$ cat config.mk
export PLATFORM = sky130hd
export DESIGN_NAME = note_sequencer
export DESIGN_NICKNAME = d
export VERILOG_FILES = /design/src/rtl/music_box_pkg.sv /design/src/rtl/envelope_ramp.sv /design/src/rtl/note_sequencer.sv
export SDC_FILE = /design/constraint.sdc
export NUM_CORES = 1
export LEC_CHECK = 0
export ABC_AREA = 1
export BUFFER_PORTS_ARGS = -buffer_cell sky130_fd_sc_hd__buf_2
export CAP_MARGIN = 20
export CORE_AREA = 2 2 87 89
export CTS_CLUSTER_DIAMETER = 100
export DETAILED_ROUTE_END_ITERATION = 12
export DIE_AREA = 0 0 89 91
export PLACE_DENSITY = 0.81
export REMOVE_ABC_BUFFERS = 1
export SYNTH_ARGS = -nofsm -noshare
export SYNTH_HDL_FRONTEND = slang
export SYNTH_SLANG_ARGS = --single-unit
$ cat constraint.sdc
create_clock -name CLK_32KHz -period 3.15 [get_ports CLK_32KHz]
set_input_delay 0.7875 -clock CLK_32KHz [delete_from_list [all_inputs] [get_ports CLK_32KHz]]
set_output_delay 0.7875 -clock CLK_32KHz [all_outputs]
set_load 0.01 [all_outputs]
$ cat src/rtl/music_box_pkg.sv
// Shared definitions for the music box datapath.
//
// Contents:
//   SAMPLE_RATE, FREQ_W, AMP_W, DUR_W  - sample rate and bus widths
//   seq_state_t                         - note sequencer FSM states
//   note_entry_t                        - one note ROM entry {freq, dur}
//   sat_add / sat_sub                   - saturating amplitude arithmetic
package music_box_pkg;

  localparam int SAMPLE_RATE = 32000;
  localparam int FREQ_W      = 14;
  localparam int AMP_W       = 8;
  localparam int DUR_W       = 8;

  typedef enum logic [3:0] {
    IDLE,
    FETCH,
    LOAD,
    ALIGN,
    ATTACK,
    SUSTAIN,
    RELEASE,
    ADVANCE,
    END
  } seq_state_t;

  typedef struct packed {
    logic [FREQ_W-1:0] freq;
    logic [DUR_W-1:0]  dur;
  } note_entry_t;

  // Add with clamp at full scale instead of wrapping.
  function automatic logic [AMP_W-1:0] sat_add(input logic [AMP_W-1:0] a,
                                               input logic [AMP_W-1:0] b);
    logic [AMP_W:0] sum;
    sum = {1'b0, a} + {1'b0, b};
    return sum[AMP_W] ? '1 : sum[AMP_W-1:0];
  endfunction

  // Subtract with clamp at zero instead of wrapping.
  function automatic logic [AMP_W-1:0] sat_sub(input logic [AMP_W-1:0] a,
                                               input logic [AMP_W-1:0] b);
    return (a > b) ? (a - b) : '0;
  endfunction

endpackage

$ cat src/rtl/envelope_ramp.sv
// Saturating 8-bit up/down ramp used as the note amplitude envelope.
//
// Ports:
//   CLK_32KHz  in   sample clock
//   reset_n    in   asynchronous, active-low reset
//   tick       in   one-cycle step enable
//   rampUp     in   step upwards on tick (clamps at full scale)
//   rampDown   in   step downwards on tick (clamps at zero)
//   step       in   step size
//   clear      in   force the level to zero (highest priority)
//   level      out  current envelope level
//   atMax      out  level is at full scale
//   atMin      out  level is zero
module envelope_ramp
  import music_box_pkg::*;
(
  input  logic             CLK_32KHz,
  input  logic             reset_n,
  input  logic             tick,
  input  logic             rampUp,
  input  logic             rampDown,
  input  logic [AMP_W-1:0] step,
  input  logic             clear,
  output logic [AMP_W-1:0] level,
  output logic             atMax,
  output logic             atMin
);

  always_ff @(posedge CLK_32KHz or negedge reset_n) begin
    if (!reset_n) begin
      level <= '0;
    end else if (clear) begin
      level <= '0;
    end else if (tick && rampUp) begin
      level <= sat_add(level, step);
    end else if (tick && rampDown) begin
      level <= sat_sub(level, step);
    end
  end

  assign atMax = (level == '1);
  assign atMin = (level == '0);

endmodule

$ cat src/rtl/note_sequencer.sv
// Note sequencer: walks an external synchronous note ROM of (frequency,
// duration) entries and drives the sine generator's frequency and amplitude
// with a linear attack/sustain/release envelope. New frequencies are applied
// only at the generator's phase zero so note changes are click-free.
//
// Optional build macro: NOTE_SEQUENCER_TEMPO_EN adds tempoSelect[1:0], which
// divides the tick period by 1/2/4/8 (sampled only when the tick counter wraps).
//
// Ports:
//   CLK_32KHz        in   sample clock
//   reset_n          in   asynchronous, active-low reset
//   start            in   begin song at entry 0 (ignored while busy)
//   stop             in   abort song at once (wins over start)
//   loopEnable       in   restart at entry 0 at end of song
//   indexZero        in   generator phase-zero flag
//   tempoSelect      in   tempo multiplier select (only with the macro)
//   noteAddress      out  ROM address
//   noteFrequency    in   ROM data, Hz (0 = rest)
//   noteDuration     in   ROM data, ticks (0 = end-of-song marker)
//   outputFrequency  out  generator frequency
//   outputAmplitude  out  generator amplitude
//   busy             out  high in every state except IDLE
//   songDone         out  one-cycle pulse at song end
module note_sequencer
  import music_box_pkg::*;
#(
  parameter int NOTE_COUNT   = 16,
  parameter int TICK_DIV     = 320,
  parameter int ATTACK_STEP  = 16,
  parameter int RELEASE_STEP = 8
) (
  input  logic                          CLK_32KHz,
  input  logic                          reset_n,
  input  logic                          start,
  input  logic                          stop,
  input  logic                          loopEnable,
  input  logic                          indexZero,
`ifdef NOTE_SEQUENCER_TEMPO_EN
  input  logic [1:0]                    tempoSelect,
`endif
  output logic [$clog2(NOTE_COUNT)-1:0] noteAddress,
  input  logic [FREQ_W-1:0]             noteFrequency,
  input  logic [DUR_W-1:0]              noteDuration,
  output logic [FREQ_W-1:0]             outputFrequency,
  output logic [AMP_W-1:0]              outputAmplitude,
  output logic                          busy,
  output logic                          songDone
);

  localparam int ADDR_W = $clog2(NOTE_COUNT);
  localparam int TICK_W = ($clog2(TICK_DIV) > 0) ? $clog2(TICK_DIV) : 1;
  localparam logic [ADDR_W-1:0] ADDR_LAST  = ADDR_W'(NOTE_COUNT - 1);
  localparam logic [TICK_W-1:0] ALIGN_LAST = TICK_W'(TICK_DIV - 1);

  seq_state_t state, state_next;

  note_entry_t       rom_entry;
  logic [FREQ_W-1:0] freqReg;
  logic [DUR_W-1:0]  durCnt;
  logic [TICK_W-1:0] tick_count;
  logic [TICK_W-1:0] tick_last;
  logic [TICK_W-1:0] align_cnt;
  logic              tick;
  logic              start_accept;
  logic              align_go;
  logic              ramp_up;
  logic              ramp_down;
  logic              ramp_clear;
  logic [AMP_W-1:0]  ramp_step;
  logic [AMP_W-1:0]  level;
  logic              at_max;
  logic              at_min;

  assign rom_entry.freq = noteFrequency;
  assign rom_entry.dur  = noteDuration;

  assign start_accept = (state == IDLE) && start && !stop;
  assign tick         = busy && (tick_count == tick_last);

  // Phase-aligned note change; a silent generator (frequency 0) never
  // produces indexZero, and the counter guards against a stalled generator.
  assign align_go = indexZero || (outputFrequency == '0) || (align_cnt == ALIGN_LAST);

`ifdef NOTE_SEQUENCER_TEMPO_EN
  logic [31:0]       tempo_period;
  logic [TICK_W-1:0] tick_last_next;

  assign tempo_period   = 32'(TICK_DIV) >> tempoSelect;
  assign tick_last_next = (tempo_period > 32'd1) ? TICK_W'(tempo_period - 32'd1) : '0;

  // The period only changes at a wrap (or a fresh start), so a tick in
  // progress is never cut short.
  always_ff @(posedge CLK_32KHz or negedge reset_n) begin
    if (!reset_n) begin
      tick_last <= TICK_W'(TICK_DIV - 1);
    end else if (start_accept || tick) begin
      tick_last <= tick_last_next;
    end
  end
`else
  assign tick_last = TICK_W'(TICK_DIV - 1);
`endif

  // Tick divider: free-runs while a song is active, restarts on start.
  always_ff @(posedge CLK_32KHz or negedge reset_n) begin
    if (!reset_n) begin
      tick_count <= '0;
    end else if (start_accept) begin
      tick_count <= '0;
    end else if (busy) begin
      tick_count <= tick ? '0 : tick_count + TICK_W'(1);
    end
  end

  // Cycles spent waiting in ALIGN for the deadlock guard.
  always_ff @(posedge CLK_32KHz or negedge reset_n) begin
    if (!reset_n) begin
      align_cnt <= '0;
    end else if (state == ALIGN) begin
      align_cnt <= align_cnt + TICK_W'(1);
    end else begin
      align_cnt <= '0;
    end
  end

  // FSM state register.
  always_ff @(posedge CLK_32KHz or negedge reset_n) begin
    if (!reset_n) begin
      state <= IDLE;
    end else begin
      state <= state_next;
    end
  end

  // FSM next-state logic. Envelope exits look at the current level and
  // duration, so they fire the cycle after the tick that caused them;
  // running out of duration beats reaching full scale.
  always_comb begin
    state_next = state;
    if (stop) begin
      state_next = IDLE;
    end else begin
      case (state)
        IDLE:    if (start) state_next = FETCH;
        FETCH:   state_next = LOAD;
        LOAD:    state_next = (rom_entry.dur == '0) ? END : ALIGN;
        ALIGN:   if (align_go) state_next = ATTACK;
        ATTACK: begin
          if (durCnt == '0) begin
            state_next = RELEASE;
          end else if (at_max) begin
            state_next = SUSTAIN;
          end
        end
        SUSTAIN: if (durCnt == '0) state_next = RELEASE;
        RELEASE: if (at_min) state_next = ADVANCE;
        ADVANCE: state_next = (noteAddress == ADDR_LAST) ? END : FETCH;
        END:     state_next = loopEnable ? FETCH : IDLE;
        default: state_next = IDLE;
      endcase
    end
  end

  // FSM outputs and envelope controls.
  always_comb begin
    busy       = (state != IDLE);
    songDone   = (state == END) && !stop;
    ramp_up    = (state == ATTACK) && (durCnt != '0);
    ramp_down  = (state == RELEASE);
    ramp_clear = stop;
    ramp_step  = ramp_up ? AMP_W'(ATTACK_STEP) : AMP_W'(RELEASE_STEP);
  end

  // Note datapath: ROM address, latched note, duration countdown and the
  // frequency handed to the generator.
  always_ff @(posedge CLK_32KHz or negedge reset_n) begin
    if (!reset_n) begin
      noteAddress     <= '0;
      freqReg         <= '0;
      durCnt          <= '0;
      outputFrequency <= '0;
    end else if (stop) begin
      outputFrequency <= '0;
    end else begin
      case (state)
        IDLE:  if (start) noteAddress <= '0;
        LOAD: begin
          freqReg <= rom_entry.freq;
          durCnt  <= rom_entry.dur;
        end
        ALIGN: if (align_go) outputFrequency <= freqReg;
        ATTACK, SUSTAIN: begin
          if (tick && (durCnt != '0)) durCnt <= durCnt - DUR_W'(1);
        end
        ADVANCE: begin
          if (noteAddress != ADDR_LAST) noteAddress <= noteAddress + ADDR_W'(1);
        end
        END: begin
          if (loopEnable) begin
            noteAddress <= '0;
          end else begin
            outputFrequency <= '0;
          end
        end
        default: ;
      endcase
    end
  end

  envelope_ramp u_envelope (
    .CLK_32KHz (CLK_32KHz),
    .reset_n   (reset_n),
    .tick      (tick),
    .rampUp    (ramp_up),
    .rampDown  (ramp_down),
    .step      (ramp_step),
    .clear     (ramp_clear),
    .level     (level),
    .atMax     (at_max),
    .atMin     (at_min)
  );

  // A rest still runs its envelope for timing but stays silent.
  assign outputAmplitude = (freqReg == '0) ? '0 : level;

endmodule

Word-level counts from Yosys, hierarchy flattened
Cells that the tools add are included.

storage, ports and cells
  bits in registers = 70
  output and inout bits = 28
  memories = 0
  input bits = 28
  bits in writable memories = 0
  memory bits (read-only) = 0
  word-level logic and storage cells = 101
  bits in latches = 0

operators by class
  bitwise gates (word level) = 1
  $lt $le $gt $ge = 1
  divide/modulo/power cells = 0
  mux-type cells = 32
  multiply operators = 0
  reduce and logical (&&, ||, !) cells = 30
  shift-type cells = 0
  equal/unequal tests = 23
  $add $sub $neg = 6

operators by type and width
  kind                                            count
  2-to-1 mux 8 bit                                7
  2-to-1 mux 4 bit                                12
  2-to-1 mux 14 bit                               3
  2-to-1 mux 9 bit                                4
  one-hot mux 4 bit (9 select lines)              1
  zero test 14 bit                                2
  one-hot mux 14 bit (2 select lines)             1
  zero test 8 bit                                 3
  adder 9 x 1 -> 9 bit (second input constant)    2
  == test 9 bit (second input constant)           2
  == test 4 x 3 -> 1 bit (second input constant)  4
  one-hot mux 8 bit (2 select lines)              1
  != test 3 bit (second input constant)           5
  one-hot mux 4 bit (3 select lines)              1
  AND reduction 5 bit                             2
  adder 8 x 5 -> 9 bit                            1
  nonzero test 3 bit                              3
  == test 4 x 2 -> 1 bit (second input constant)  2
  == test 4 bit (second input constant)           2
  == test 8 bit (second input constant)           1
  greater-than comparator 8 x 5 -> 1 bit          1
  logical AND 1 bit                               8
  != test 2 bit (second input constant)           4
  != test 4 bit (second input constant)           2
  16 further kinds                                19

Depth between registers and ports, before layout
Gate-level depths: netlist of the first run.

  depth in word-level cells = 8
  gate-level depth with buffers = 13
  gate-level depth less buffers = 13

By module
From an unflattened synthesis of the first run, not the netlist that was laid out.

second synthesis, totals
  cell total of the unflattened synthesis = 658
  area, all modules = 4722.0 um^2

by module, submodules not included
  module          instances  cells an instance  area each (um^2)  sequential area each (um^2)
  note_sequencer  1          454                3434.5            1551.5
  envelope_ramp   1          204                1287.5            200.2

Worst setup path after synthesis of the first run
Ideal clock, no wire load.

  path kind = register -> output
  from = register freqReg[8]
  to = output port outputAmplitude[1]
  slack = 0.892 ns
  arrival time = 1.470 ns
  stages on the path, launching flop included = 6
  required time = 2.362 ns
  buffers on the path = 1
  path through = dfrtp_1 -> nor2_1 -> nand2_1 -> nor4_1 -> nor2_1 -> buf_4

on the way
  longest elaborated chain between the ends = 2

RTL lines
  what                      RTL line               RTL
  start: declaration        note_sequencer.sv:58   logic [FREQ_W-1:0] freqReg;
  start signal: assignment  note_sequencer.sv:188  freqReg <= rom_entry.freq;
  zero test 14 bit          note_sequencer.sv:224  assign outputAmplitude = (freqReg == '0) ? '0 : level;
  2-to-1 mux 8 bit          note_sequencer.sv:224
  end: declaration          note_sequencer.sv:45   output logic [AMP_W-1:0] outputAmplitude,

No other way between the ends.

Final worst setup path of the first run
  from = register freqReg[4]
  to = output port outputAmplitude[2]

Same word-level chain as after synthesis.

==> results.txt, run 1 <==
vias -> 3515
number of max-cap violations -> 0
WL final -> 8970 um
GRT overflow -> 0
Placer Congestion -> 0.917
crit path launch type -> flip-flop
hold buffers post-CTS -> 0
TritonRoute pass-1 iters -> 4
Top Ports -> 56
worst-path maximum fanout -> 6
final hold violation count -> 0
Final Core Density -> 65.6%
Layout area overhead -> 12.1%
Final Skew -> 0.00732 ns
Starting Density -> 58.5%
crit path kind -> reg -> out
Hold Slack -> 0.471 ns
most used cell, CP -> nor2_1
EDFF count, synth -> 0
synthesized area per cell -> 8.16 sq um
TritonCTS clock tree -> done
CP max stage delay -> 0.42 ns
Synthesis Warnings -> 0
Met1 Wirelength -> 3950 um
Die ar. -> 0.00810 sq mm
post-synthesis cell type count -> 43
largest net degree at the start of global routing -> 32
share of cells above drive strength 1 -> 25.6%
PortBufs -> 55
GRT Util Overall -> 24.8%
path type of the worst min-delay path -> reg -> reg
slew at the pin closest to its max-slew limit -> 0.680 ns
unrepaired setup endpoints after global routing -> false
final setup TNS -> 0 ns
htree depth -> 3
#FFs+latches synth -> 68
synthesized instance count -> 512
Worst-Skew Late Latency -> 0.34 ns
endpoints failing setup -> 0
max layer used -> met4
Placement Rows -> 31
initial antenna violation count -> 0
outcome -> finished clean
Mapped Area -> 0.00418 sq mm
Post-CTS Setup Inserts -> 0
r2r worst-path depth -> 13
Final Max Slew Viols -> 0
Max-slew headroom -> 54.7%
vias in the first global route -> 3533
prevailing post-synth register cell -> dfrtp_1
Ant. Diodes -> 0
Die Y -> 91 um
Nets -> 607
clk sinks -> 68
WP data arrival -> 1.70 ns
Tcrit/Tclk final -> 78.9%
Max Buffers Root-to-Sink -> 2
sequential-to-total area share from yosys stat -> 40.7%
Core Footprint -> 0.00714 sq mm
Cell Pwr Density -> 658 mW/mm^2
FFs w/ async S/R, synth -> 100%
WHS Path Cells -> 1
Die W -> 89 um
1st-iter DRT viols -> 276
Filler cells -> 620
first-pass GRT wire length -> 15800 um
peak supply drop -> 438 uV
Met2 Wirelength -> 4500 um
post-route ant nets -> 0
final worst setup slack -> 0.664 ns
met3 wire len -> 404 um
CP Capture Type -> output port
Leak -> 2.35 nW
post-route minimum period -> 2.49 ns
setup slack at placement -> 0.853 ns
Detail Placement HPWL -> 6850 um
cells along the critical path -> nor2_1 -> nand4_1 -> nor4_1 -> buf_4 -> nor2_1 -> buf_2
number of vias per cell -> 5.22
total design power -> 0.00308 W
Critical Path RT -> 2.36 ns
Worst path slowest cell -> dfrtp_1
DRC -> 0
f_max -> 402 MHz
CTS root buf -> clkbuf_8
Gates resized, CTS repair -> 0
total CTS buffers -> 9
Reg clk slew, reported paths -> 0.08 ns
wire per inst -> 13.3 um
report_power, final:
group,switching (W),leakage [nW],total (W),internal (W)
sequential,0.000217,0.895,0.00132,0.00111
combinational,0.000653,1.38,0.00111,0.000456
clock,0.000341,0.0820,0.000650,0.000309
total,0.00121,2.35,0.00308,0.00187
cell type report:
class / instances / area (sq um) / share of cell area (%)
inverters: 52 / 195 / 4.17
clock inverters: 5 / 36.3 / 0.775
multi-input cells: 379 / 2180 / 46.5
flip-flops and latches: 68 / 1700 / 36.3
repair buffers: 59 / 305 / 6.52
well taps: 99 / 124 / 2.65
clock buffers: 11 / 141 / 3.02
synth_stat cells (2+ instances only):
cell | number | share of area, %
nor3_4 | 2 | 0.78
mux2_2 | 4 | 1.1
inv_1 | 46 | 4.1
xnor2_1 | 3 | 0.63
nor3b_1 | 3 | 0.54
a21oi_1 | 9 | 1.1
nand2_1 | 126 | 11
nand3_1 | 28 | 3.4
buf_6 | 3 | 0.81
xor2_1 | 8 | 1.7
nand4_1 | 7 | 1.0
fa_1 | 2 | 0.96
o21ai_0 | 21 | 2.5
buf_4 | 4 | 0.72
dfrtp_1 | 68 | 41
nor2_2 | 6 | 0.90
ha_1 | 8 | 2.4
nor2_4 | 6 | 1.6
nor2_1 | 68 | 6.1
o21ai_2 | 16 | 3.4
nand3b_1 | 3 | 0.54
mux2_4 | 10 | 3.6
o21ai_1 | 7 | 0.84
nand2_4 | 4 | 1.1
inv_2 | 5 | 0.45
nand2_2 | 12 | 1.8
nor3_1 | 8 | 0.96
o22ai_1 | 4 | 0.60
nand3_2 | 4 | 0.96
buf_2 | 4 | 0.48
metrics by stage:
stage | instances | instance area, sq um
floorplan | 499 | 4080
global placement | 657 | 4500
detailed placement | 657 | 4500
CTS | 673 | 4680
global route | 673 | 4680
finish | 673 | 4680
critical path, delay by kind of cell, from the launching register on:
kind | cells | cell delay [ns]
flops | 1 | 0.42
buf+inv | 2 | 0.35
simple gates | 4 | 0.61
cell usage in the layout, fill, tap and decap left out, types with 4 or more instances in the layout:
master    netlist  routed
a21oi_1         9       9
nand2_4         4       4
mux2_4         10      10
clkbuf_8        0      10
nor3_1          8       8
nor2_2          6       6
buf_4           4       4
o21ai_1         7       7
o21ai_0        21      21
buf_2           4      55
dfrtp_1        68      68
nor2_1         68      68
ha_1            8       8
nand4_1         7       7
nand3_2         4       4
nand3_1        28      28
nor2_4          6       6
mux2_2          4       4
nand2_2        12      12
inv_2           5       5
inv_1          46      46
nand2_1       126     126
o22ai_1         4       4
o21ai_2        16      16
xor2_1          8       8
per-layer routing:
layer / track usage, % / vias to the layer above
li1: - / 1764
met1: 33.4 / 1647
met2: 40.2 / 92
met3: 5.27 / 12
met4: 6.84 / 0
met5: 0 / -
registers in the layout (all words and copies together) (netlist names):
signal and count:
outputFrequency 14, noteAddress 4, align_cnt 9, freqReg 14, tick_count 9, durCnt 8
state 4, u_envelope.level 6
kinds of logic after synthesis:
| family | synth area share, % |
|---|---|
| AND/OR/NAND/NOR | 32.3 |
| buffers and inverters | 7.13 |
| flip-flops | 40.7 |
| AO/OA/AOI/OAI | 9.46 |
| XOR/XNOR | 2.31 |
| multiplexers | 4.67 |
| adder cells (fa/ha/maj) | 3.35 |
worst paths after layout:
| path | from | endpoint | slack, ns |
|---|---|---|---|
| setup / recovery | freqReg[4] | outputAmplitude[2] | 0.66 |
| hold / removal | align_cnt[0] | align_cnt[0] | 0.47 |
| setup reg to reg | durCnt[0] | u_envelope.level[1] | 0.83 |
| hold reg to reg | align_cnt[0] | align_cnt[0] | 0.47 |
| max in group asynchronous | reset_n | u_envelope.level[3] | 1.91 |
| min in group asynchronous | reset_n | durCnt[6] | 0.48 |
(Power assumes the default switching activity.)
==> run 2, diff against run 1 <==
--- a/config.mk
+++ b/config.mk
@@ -8,11 +8,11 @@
 export ABC_AREA = 1
 export BUFFER_PORTS_ARGS = -buffer_cell sky130_fd_sc_hd__buf_2
 export CAP_MARGIN = 20
-export CORE_AREA = 2 2 87 89
+export CORE_AREA = 2 2 92 94
 export CTS_CLUSTER_DIAMETER = 100
 export DETAILED_ROUTE_END_ITERATION = 12
-export DIE_AREA = 0 0 89 91
-export PLACE_DENSITY = 0.81
+export DIE_AREA = 0 0 94 96
+export PLACE_DENSITY = 0.76
 export REMOVE_ABC_BUFFERS = 1
 export SYNTH_ARGS = -nofsm -noshare
 export SYNTH_HDL_FRONTEND = slang
==> constraint.sdc (replaced) <==
create_clock -name CLK_32KHz -period 2.2 [get_ports CLK_32KHz]
set_input_delay 0.55 -clock CLK_32KHz [delete_from_list [all_inputs] [get_ports CLK_32KHz]]
set_output_delay 0.55 -clock CLK_32KHz [all_outputs]
set_load 0.01 [all_outputs]
==> run 2 against run 1 <==
Setup slack got worse by 0.65 ns; critical path type unchanged; non-clock buffer count increased by 13; design area increased by 4.8%; worst hold slack got worse by 0.34 ns; combinational power increased by 62%.
==> results.txt, run 2 (synthesized netlist as in run 1, its figures left out) <==
Final Skew -> 0.0105 ns
GRT overflow -> 0
CP max stage delay -> 0.41 ns
WL final -> 9150 um
outcome -> finished clean
Buf/Inv on CP -> 2
Max-slew headroom -> 31.8%
WP data arrival -> 1.63 ns
vias in the first global route -> 3565
total design power -> 0.00474 W
Max Buffers Root-to-Sink -> 2
Final Max Slew Viols -> 0
GRT Util Overall -> 21.7%
Ant. Diodes -> 0
Critical Path RT -> 1.65 ns
TritonCTS clock tree -> done
largest net degree at the start of global routing -> 40
CTS root buf -> clkbuf_8
initial antenna violation count -> 0
peak supply drop -> 640 uV
CP top delay family -> simple AND/OR/NAND/NOR gates
endpoints failing setup -> 0
RR Endpoint -> u_envelope.level[3]
Nets -> 620
clk sinks -> 68
r2r worst-path depth -> 12
slew at the pin closest to its max-slew limit -> 1.02 ns
number of max-cap violations -> 0
final hold violation count -> 0
Cell Pwr Density -> 967 mW/mm^2
Die W -> 94 um
first-pass GRT wire length -> 15400 um
worst-path maximum fanout -> 6
DRC -> 0
Filler cells -> 679
Worst-Skew Late Latency -> 0.36 ns
htree depth -> 3
post-route ant nets -> 0
cells along the critical path -> nor2_2 -> nand4_1 -> nor4_2 -> buf_4 -> nor2_2 -> buf_2
Placement Rows -> 33
Placer Congestion -> 0.901
unrepaired setup endpoints after global routing -> true
1st-iter DRT viols -> 145
PortBufs -> 55
CP Capture Type -> output port
internal reg-to-reg setup slack -> 0.09 ns
Detail Placement HPWL -> 6700 um
post-route minimum period -> 2.18 ns
reg2reg start -> durCnt[4]
wire per inst -> 13.2 um
highest-count cells in the layout ignoring fill and taps -> 123 x nand2_1, 68 x dfrtp_1, 63 x nor2_1
total CTS buffers -> 9
crit path kind -> reg -> out
Leak -> 2.44 nW
Reg clk slew, reported paths -> 0.08 ns
most common cell after layout, fill and taps aside -> nand2_1
share of cells above drive strength 1 -> 29.8%
Worst path slowest cell -> dfrtp_1
Core Footprint -> 0.00805 sq mm
vias -> 3611
fin cells -> 692
number of vias per cell -> 5.22
Tcrit/Tclk final -> 99.3%
crit path launch type -> flip-flop
Inst Count DP -> 671
Top Ports -> 56
Die Y -> 96 um
f_max -> 458 MHz
path type of the worst min-delay path -> in -> async
TritonRoute pass-1 iters -> 5
Layout area overhead -> 17.4%
most used cell, CP -> nor2_2
Starting Density -> 51.9%
Die ar. -> 0.00902 sq mm
top flop regs -> freqReg (14), outputFrequency (14)
-- run 2: final cells by class --
type | instances | area (sq um) | share of cell area [%]
clock buffers | 9 | 124 | 2.52
clock inverters | 7 | 75.1 | 1.53
inverters | 52 | 195 | 3.98
multi-input cells | 379 | 2260 | 46.1
flip-flops and latches | 68 | 1700 | 34.7
well taps | 105 | 131 | 2.68
repair buffers | 72 | 415 | 8.47
-- run 2: routing by layer --
layer,track usage (%),vias to the layer above,routed length (um)
met1,26.4,1691,3930
li1,-,1782,-
met5,0,-,0
met4,7.00,0,141
met3,5.87,18,559
met2,37.6,120,4520
-- run 2: repair_timing --
action / in CTS / in global routing
setup endpoints to repair: 8 / 15
setup buffers: 0 / 5
hold buffers: 0 / 0
resized for setup: 2 / 18
pin swaps: 1 / 4
-- run 2: worst max path at each step --
stage	from	endpoint	slack [ns]	cells after the start
global route	freqReg[4]	outputAmplitude[7]	-0.08	6
detailed placement	durCnt[0]	u_envelope.level[7]	0.02	11
floorplan	durCnt[0]	u_envelope.level[7]	0.14	11
finish	freqReg[4]	outputAmplitude[2]	0.02	6
CTS	durCnt[0]	u_envelope.level[4]	0.004	13
global placement	durCnt[0]	u_envelope.level[7]	0.09	11
-- run 2: where the power goes --
part | internal, W | leakage (nW) | total [W] | switching [W]
clock network | 0.000529 | 0.0923 | 0.00106 | 0.000532
logic | 0.000786 | 1.46 | 0.00180 | 0.00101
registers | 0.00158 | 0.895 | 0.00188 | 0.000300
-- run 2: per-stage QoR --
step           hold WS, ns  util (%)  TNS [ns]  setup WS [ns]  instance area, sq um
2_1_floorplan        0.254         -         0          0.141                  4080
3_3_place_gp         0.447      56.9         0         0.0914                  4580
3_5_place_dp         0.457      56.9         0         0.0167                  4580
4_1_cts              0.140      59.5         0        0.00419                  4790
5_1_grt              0.157      60.9    -0.737        -0.0824                  4910
6_report             0.131      60.9         0         0.0157                  4910
==> run 3, diff against run 2 <==
==> constraint.sdc (replaced) <==
create_clock -name CLK_32KHz -period 2.2 [get_ports CLK_32KHz]
set_input_delay 0.22 -clock CLK_32KHz [delete_from_list [all_inputs] [get_ports CLK_32KHz]]
set_output_delay 0.22 -clock CLK_32KHz [all_outputs]
set_load 0.01 [all_outputs]
==> run 3 against run 2 <==
Design area shrank 1.1%; wire length shrank 4.1%; first-iteration DRC count shrank 26%; sequential share of layout area grew 0.39 points; combinational power shrank 6%; die area is the same; worst hold slack lost 0.040 ns; critical path type is now reg -> reg; largest cell class unchanged.
==> results.txt, run 3 (synthesized netlist as in run 1, its figures left out) <==
outcome -> finished clean
number of max-cap violations -> 0
final setup TNS -> 0 ns
Filler cells -> 730
Buf/Inv on CP -> 1
Placement Rows -> 33
Placer Congestion -> 0.933
CP top delay family -> adder cells
Die Y -> 96 um
crit path kind -> reg -> reg
number of vias per cell -> 5.04
Die ar. -> 0.00902 sq mm
Die W -> 94 um
Nets -> 619
PortBufs -> 55
RR Endpoint -> u_envelope.level[7]
share of cells above drive strength 1 -> 28.2%
WL final -> 8780 um
r2r worst-path depth -> 11
Worst path slowest cell -> dfrtp_1
slew at the pin closest to its max-slew limit -> 1.04 ns
CP Depth -> 11
Ant. Diodes -> 0
vias in the first global route -> 3507
final hold violation count -> 0
1st-iter DRT viols -> 108
TritonRoute pass-1 iters -> 4
endpoints failing setup -> 0
most common cell after layout, fill and taps aside -> nand2_1
post-route minimum period -> 2.08 ns
f_max -> 480 MHz
Final Max Slew Viols -> 0
reg2reg start -> state[3]
Worst-Skew Late Latency -> 0.35 ns
total design power -> 0.00465 W
crit path launch type -> flip-flop
Max Buffers Root-to-Sink -> 2
path type of the worst min-delay path -> in -> reg
Final Skew -> 0.00716 ns
total CTS buffers -> 9
worst-path maximum fanout -> 4
wire per inst -> 12.7 um
Tcrit/Tclk final -> 94.8%
register area -> 0.00170 sq mm
GR Layer Usage met3 -> 3.84%
vias -> 3482
post-route ant nets -> 0
unrepaired setup endpoints after global routing -> true
cells along the critical path -> inv_2 -> nand2_4 -> nor2_4 -> o21ai_4 -> ha_1 -> fa_1 -> nand3_1 -> xor2_1 -> nand3_1 -> nand3_1 -> nand2_1
CTS root buf -> clkbuf_8
routing usage on met1 -> 26.4%
Hold Slack -> 0.0904 ns
final instance area -> 0.00485 sq mm
DRC -> 0
TritonCTS clock tree -> done
top flop regs -> freqReg (14), outputFrequency (14)
CP max stage delay -> 0.43 ns
Core Footprint -> 0.00805 sq mm
WP data arrival -> 2.33 ns
clk sinks -> 68
Starting Density -> 51.9%
DP Area -> 0.00458 sq mm
largest net degree at the start of global routing -> 49
critical path capture point -> u_envelope.level[7]
Layout area overhead -> 16.1%
CP Capture Type -> flip-flop
Max-slew headroom -> 30.6%
Multi-input gate area -> 0.00221 sq mm
internal reg-to-reg setup slack -> 0.12 ns
GRT overflow -> 0
highest-count cells in the layout ignoring fill and taps -> 123 x nand2_1, 68 x dfrtp_1, 67 x nor2_1
initial antenna violation count -> 0
Reg clk slew, reported paths -> 0.08 ns
GRT Util Overall -> 21.5%
met2 Use GR -> 37.7%
Critical Path RT -> 2.44 ns
Most Used Layer, Global Route -> met2
Cell Pwr Density -> 958 mW/mm^2
Detail Placement HPWL -> 6610 um
hold_sp -> noteFrequency[11]
peak supply drop -> 653 uV
crit path from -> state[3]
Leak -> 2.43 nW
Top Ports -> 56
htree depth -> 3
most used cell, CP -> nand3_1
first-pass GRT wire length -> 15200 um
run 3: cell types whose count changed in the layout (fill, tap and decap cells not counted), sizes merged:
cell,change
clkinv,-1
inv,+2
dlygate4sd3,+1
buf,-2
clkinvlp,-1
run 3: what timing repair did:
action | CTS | global route
hold endpoints to repair | 20 | 0
setup buffers | 0 | 4
gates resized for setup | 0 | 9
hold buffers | 1 | 0
endpoints found under the setup margin | 0 | 6
run 3: worst min path at each step:
stage	slack, ns	depth (start not counted)	endpoint
global placement	0.22	1	noteAddress[0]
finish	0.09	2	freqReg[11]
detailed placement	0.22	1	noteAddress[3]
floorplan	-0.08	0	align_cnt[0]
CTS	0.08	2	freqReg[11]
global route	0.08	2	freqReg[11]
run 3: report_power, final:
group	internal [W]	switching (W)	total, W
Combinational	0.000733	0.000960	0.00169
Clock	0.000543	0.000543	0.00109
Sequential	0.00158	0.000289	0.00187
run 3: layout make-up:
type	count	area share, %
Multi-Input combinational cell	379	45.5
Clock inverter	7	1.70
Sequential cell	68	35.1
Inverter	52	4.02
Tap cell	105	2.71
Timing Repair Buffer	71	8.46
Clock buffer	9	2.55
run 3: per-layer routing:
layer	share of wire [%]	vias to the layer above
met2	50	71
met3	4.9	9
met4	1.1	0
met5	0	-
met1	44	1619
li1	-	1783
run 3: metrics by stage:
step / std cells / setup slack, ns / util (%)
finish: 691 / 0.115 / 60.2
global route: 691 / -0.0159 / 60.2
CTS: 687 / 0.0346 / 59.5
detailed placement: 670 / 0.0456 / 56.8
global placement: 670 / 0.101 / 56.8
floorplan: 499 / 0.141 / -
